File: config.mk
export PLATFORM = sky130hd
export DESIGN_NAME = uart_xmit_control_flat
export DESIGN_NICKNAME = d
export VERILOG_FILES = /design/src/rtl/uart_xmit_control_if.sv /design/src/rtl/uart_xmit_control.sv /design/src/flat_wrapper.sv
export SDC_FILE = /design/constraint.sdc
export NUM_CORES = 1
export LEC_CHECK = 0
export BUFFER_PORTS_ARGS = -buffer_cell sky130_fd_sc_hd__buf_2
export CORE_AREA = 2 2 39 41
export DETAILED_ROUTE_END_ITERATION = 10
export DIE_AREA = 0 0 41 43
export GPL_TIMING_DRIVEN = 0
export PLACE_DENSITY = 0.73
export RECOVER_POWER = 25
export SYNTH_ARGS = -nofsm -noshare
export SYNTH_HDL_FRONTEND = slang
export SYNTH_SLANG_ARGS = --single-unit
File: constraint.sdc
create_clock -name Clock -period 2.4 [get_ports Clock]
set_clock_uncertainty 0.1 [all_clocks]
set_input_delay 0.6 -clock Clock [delete_from_list [all_inputs] [get_ports Clock]]
set_output_delay 0.6 -clock Clock [all_outputs]
set_load 0.03 [all_outputs]
File: src/rtl/uart_xmit_control_if.sv
// Handshake bundle between the UART transmit sequencer and its neighbours.
// The slave side is the sequencer. The master side is the host and shift-register side.
interface uart_xmit_control_if;
    logic Start;
    logic SerIn;
    logic Load;
    logic Shift;
    logic TxD;
    logic Busy;
    logic Done;

    modport master (
        output Start, SerIn,
        input  Load, Shift, TxD, Busy, Done
    );

    modport slave (
        input  Start, SerIn,
        output Load, Shift, TxD, Busy, Done
    );
endinterface

File: src/rtl/uart_xmit_control.sv
// UART transmit sequencer: frames the shift register's serial bit with start/stop bits,
// drives Load/Shift strobes and times every bit with an internal baud counter.
module uart_xmit_control #(
    parameter int CLKS_PER_BIT = 16,
    parameter int DATA_BITS    = 8
) (
    input  logic                 Clock,
    input  logic                 Reset,
    uart_xmit_control_if.slave   bus
);

    localparam int BC_W = (CLKS_PER_BIT > 1) ? $clog2(CLKS_PER_BIT) : 1;
    localparam int NB_W = (DATA_BITS > 1) ? $clog2(DATA_BITS) : 1;
    localparam logic [BC_W-1:0] BC_LAST = BC_W'(CLKS_PER_BIT - 1);
    localparam logic [BC_W-1:0] BC_ONE  = BC_W'(1);
    localparam logic [NB_W-1:0] NB_LAST = NB_W'(DATA_BITS - 1);
    localparam logic [NB_W-1:0] NB_ONE  = NB_W'(1);

    typedef enum logic [1:0] {
        ST_IDLE  = 2'd0,
        ST_START = 2'd1,
        ST_DATA  = 2'd2,
        ST_STOP  = 2'd3
    } state_t;

    state_t            state_q, state_d;
    logic [BC_W-1:0]   bc_q, bc_d;
    logic [NB_W-1:0]   nb_q, nb_d;
    logic              done_q, done_d;
    logic              bit_end_s;
    logic              txd_s;

    assign bit_end_s = (bc_q == BC_LAST);

    // State, counter and Done registers; Reset wins over everything, so an aborted frame never pulses Done.
    always_ff @(posedge Clock) begin
        if (Reset) begin
            state_q <= ST_IDLE;
            bc_q    <= '0;
            nb_q    <= '0;
            done_q  <= 1'b0;
        end else begin
            state_q <= state_d;
            bc_q    <= bc_d;
            nb_q    <= nb_d;
            done_q  <= done_d;
        end
    end

    // Next-state and counter sequencing for one frame.
    always_comb begin
        state_d = state_q;
        bc_d    = bc_q;
        nb_d    = nb_q;
        done_d  = 1'b0;
        case (state_q)
            ST_IDLE: begin
                bc_d = '0;
                if (bus.Start) begin
                    state_d = ST_START;
                end else begin
                    state_d = ST_IDLE;
                end
            end
            ST_START: begin
                if (bit_end_s) begin
                    state_d = ST_DATA;
                    bc_d    = '0;
                    nb_d    = '0;
                end else begin
                    bc_d = bc_q + BC_ONE;
                end
            end
            ST_DATA: begin
                if (bit_end_s) begin
                    bc_d = '0;
                    if (nb_q == NB_LAST) begin
                        state_d = ST_STOP;
                    end else begin
                        nb_d = nb_q + NB_ONE;
                    end
                end else begin
                    bc_d = bc_q + BC_ONE;
                end
            end
            ST_STOP: begin
                if (bit_end_s) begin
                    state_d = ST_IDLE;
                    bc_d    = '0;
                    done_d  = 1'b1;
                end else begin
                    bc_d = bc_q + BC_ONE;
                end
            end
            default: begin
                state_d = ST_IDLE;
                bc_d    = '0;
                nb_d    = '0;
            end
        endcase
    end

    // Line level decoded from the state register; DATA passes the shift register's bit 0 through.
    always_comb begin
        txd_s = 1'b1;
        case (state_q)
            ST_IDLE:  txd_s = 1'b1;
            ST_START: txd_s = 1'b0;
            ST_DATA:  txd_s = bus.SerIn;
            ST_STOP:  txd_s = 1'b1;
            default:  txd_s = 1'b1;
        endcase
    end

    // Load is combinational so the byte is captured on the same edge the FSM leaves IDLE.
    assign bus.Load  = (state_q == ST_IDLE) & bus.Start & ~Reset;
    assign bus.Shift = (state_q == ST_DATA) & bit_end_s;
    assign bus.TxD   = txd_s;
    assign bus.Busy  = (state_q != ST_IDLE);
    assign bus.Done  = done_q;

endmodule

File: src/flat_wrapper.sv
// flat-port wrapper written by rule: the top's interface ports become plain ports
module uart_xmit_control_flat 
#(
    parameter int CLKS_PER_BIT = 16,
    parameter int DATA_BITS    = 8
)
  (Clock, Reset, bus_Start, bus_SerIn, bus_Load, bus_Shift, bus_TxD, bus_Busy, bus_Done);
  uart_xmit_control_if bus_i ();
  input  logic Clock;
  input  logic Reset;
  input wire logic [$bits(bus_i.Start)-1:0] bus_Start;
  input wire logic [$bits(bus_i.SerIn)-1:0] bus_SerIn;
  output wire logic [$bits(bus_i.Load)-1:0] bus_Load;
  output wire logic [$bits(bus_i.Shift)-1:0] bus_Shift;
  output wire logic [$bits(bus_i.TxD)-1:0] bus_TxD;
  output wire logic [$bits(bus_i.Busy)-1:0] bus_Busy;
  output wire logic [$bits(bus_i.Done)-1:0] bus_Done;
  assign bus_i.Start = bus_Start;
  assign bus_i.SerIn = bus_SerIn;
  assign bus_Load = bus_i.Load;
  assign bus_Shift = bus_i.Shift;
  assign bus_TxD = bus_i.TxD;
  assign bus_Busy = bus_i.Busy;
  assign bus_Done = bus_i.Done;
  uart_xmit_control #(.CLKS_PER_BIT(CLKS_PER_BIT), .DATA_BITS(DATA_BITS)) u_core (.Clock(Clock), .Reset(Reset), .bus(bus_i));
endmodule
==> flow_summary.toml <==
[clocking]
cts.sink_count = 10
cts_tree = "built"
cts_max_path_buffers = 2
clk_root_buffer_cell = "clkbuf_4"
clock_tree.htree_level_count = 1
post-cts-setup-buffers = 0
clkSlewWorstSetupHoldPaths_ps = 70
cts_inserted_buffers = 3
holdBufCountCts = 0
post_cts.resized_instances = 0
clk-insertion-delay-late_ps = 260

[worst_setup_path]
start_kind = "flip-flop"
worstPathCellList = "ha_1 > nand3_1 > nor2_1 > buf_2"
rr_endpoint = "u_core.state_q[0]"
regToRegStartpoint = "u_core.state_q[0]"
timing.reg2reg.setup_slack_ps = 490
delay_of_the_slowest_critical_path_stage_ps = 360
timing.critical_path.to_type = "primary output"
critical_path_peak_fanout = 6
worst_ep_required_time_ps = 1700
worstPathArrival_ps = 1440
count_of_buffer_and_inverter_cells_on_the_critical_path = 1
critical_path_class = "reg2out"
cpMaxStageDelayCell = "dfxtp_1"
r2r_cells = 5
cpLargestDelayFamily = "simple AND/OR/NAND/NOR gates"

[logic_synthesis]
post_synth_num_cell_types = 22
synth_seq_area_share = 0.331
yosys_warnings = 0
synth_cells = 62
synth.ff_latch_count = 10
avgSynthCellArea_sq_um = 9.75
syn_area_sq_um = 604
postSynthNetCount = 75

[timing]
final_hold_viol_count = 0
max_slew_margin = 0.749
fin_worst_hold_slack_ps = 355
setup_tns_after_final_layout_ps = 0
slew_violations = 0
post-route-min-period_ps = 2140
setup_viol = 0
rsz0062_at_grt = "no"
fin_crit_sh = 0.891
worst_slew_pin_slew_ps = 376
fmax_mhz = 468

[power]
vdd_drop_max_mv = 0.415
comb_power_share = 0.415
p_clk_frac = 0.253
internal-power_uw = 387
switching_power_uw = 219
power_frac_seq = 0.332
p_leak_nw = 0.330
power_per_cell_area_nw_per_um2 = 865
power.switching_fraction = 0.361

[min_path]
hold_start = "u_core.bc_q[0]"
hold-path-cell-count = 1
min_to = "u_core.bc_q[0]"
worstHoldPathType = "reg2reg"

[grt]
global_route_wire_length_before_repair_um = 1630
grt_max_degree = 11
grt_overflow_total = 0
grt.total_usage = 0.135
grt_pass1_vias = 409
antenna_violations_before_repair = 0

[die]
core_footprint_sq_um = 1380
initial_utilization = 0.437
fp.dieW_um = 41
dieArea_sq_um = 1760
die_height_um = 43
io-pin-count = 9
std_cell_rows = 14

[finish]
area_growth_pct = 15.9
share_of_final_layout_standard_cells_stronger_than_drive_strength_1 = 0.216
antenna-diode-count = 0
num-nets-final = 88
postLayoutCoreUtil = 0.506

[place]
weighted_congestion_reported_at_the_end_of_routability_driven_placement = 0.757
io_buffer_count = 8
dp_hpwl_um = 748

[routing]
antenna_left = 0
drt-wirelength-per-cell_um = 10.6
drc = 0
dr.pass1.iters = 4
detail_route.vias_per_cell = 4.83
detailed_route_via_count = 435
drt-initial-drc-count = 7
routed_wl_um = 958

[outcome]
outcome = "finished, final reports clean"

[flow_run]
max_cap_violations = 0
-- power groups by stage --
stage                     clock (mW)  combinational (mW)  sequential, mW
final                          0.154               0.252           0.201
after global routing           0.168               0.277           0.204
after CTS                      0.160               0.257           0.201
after detailed placement           0               0.255           0.205
after global placement             0               0.251           0.204
after floorplan                    0               0.208           0.201
-- cells in the mapped netlist (all sizes together) --
| cell | n | area (sq um) |
|---|---|---|
| nor3b | 1 | 7.51 |
| nand2 | 3 | 11.3 |
| or3 | 2 | 17.5 |
| mux2 | 1 | 11.3 |
| mux2i | 5 | 50.1 |
| dfxtp | 10 | 200 |
| nand3 | 2 | 10.0 |
| nor3 | 1 | 5.00 |
| nor2 | 7 | 26.3 |
| nand3b | 2 | 15.0 |
| xnor2 | 1 | 8.76 |
| nand2b | 7 | 43.8 |
| clkbuf | 1 | 3.75 |
| a22oi | 1 | 21.3 |
| ha | 9 | 113 |
| a21oi | 1 | 5.00 |
| or2 | 1 | 6.26 |
| and3 | 1 | 6.26 |
| xor2 | 1 | 8.76 |
| inv | 4 | 15.0 |
| a21boi | 1 | 18.8 |
-- worst max-delay path by stage --
| stage | startpoint | end | cells past startpoint |
|---|---|---|---|
| after floorplan | u_core.state_q[1] | bus_TxD | 3 |
| after global placement | Reset | bus_Load | 4 |
| after detailed placement | Reset | bus_Load | 4 |
| after CTS | u_core.bc_q[0] | bus_Shift | 4 |
| after global routing | u_core.bc_q[0] | bus_Shift | 4 |
| final | u_core.bc_q[0] | bus_Shift | 4 |
-- registers in the layout, summed over array words and instances (netlist names) --
name,flops
u_core.bc_q,4
u_core.bus.Done,1
u_core.nb_q,3
u_core.state_q,2
-- per-layer routing --
layer  global-route usage  vias to the layer above  wire length (um)
li1                     -                      229                 -
met1                0.160                      198               440
met2                0.209                        8               457
met3               0.0785                        0                61
met4               0.0200                        0                 0
met5                    0                        -                 0
-- final cells by class --
type	count	area (sq um)
Timing Repair Buffer	8	40.0
Sequential cell	10	200
Buffer	1	3.75
Clock buffer	4	36.3
Fill cell	137	683
Multi-Input combinational cell	47	385
Tap cell	16	20.0
Inverter	4	15.0
-- through the flow --
step / cells / setup WS, ps / area (sq um) / power [mW]
finish: 90 / 261 / 701 / 0.606
global route: 90 / 121 / 701 / 0.649
CTS: 90 / 234 / 701 / 0.618
detailed placement: 86 / 373 / 664 / 0.460
global placement: 86 / 378 / 664 / 0.455
floorplan: 62 / 476 / 604 / 0.409
-- logic make-up after synthesis --
logic type                 after synthesis  share of synthesized area
xor gates and xnor gates                 2                     0.0290
muxes                                    6                      0.101
AOI/OAI and AO/OA                        3                     0.0745
and+or+nand+nor                         27                      0.246
adders and majority gates                9                      0.186
DFF                                     10                      0.331
buffers and inverters                    5                     0.0310
-- layout by cell type (no fill, tap or decap) --
cell type,n
nand2b_1,7
clkbuf_1,1
nor3b_1,1
nand3_1,2
or2_2,1
inv_1,4
buf_2,8
nand3b_1,2
mux2_1,1
dfxtp_1,10
or3_4,1
a22oi_4,1
clkbuf_8,1
a21oi_1,1
nand2_1,3
nor3_1,1
xnor2_1,1
xor2_1,1
or3_1,1
mux2i_1,5
a21boi_4,1
clkbuf_4,3
ha_1,9
and3_1,1
nor2_1,7
Power figures use the tool's default switching activity.
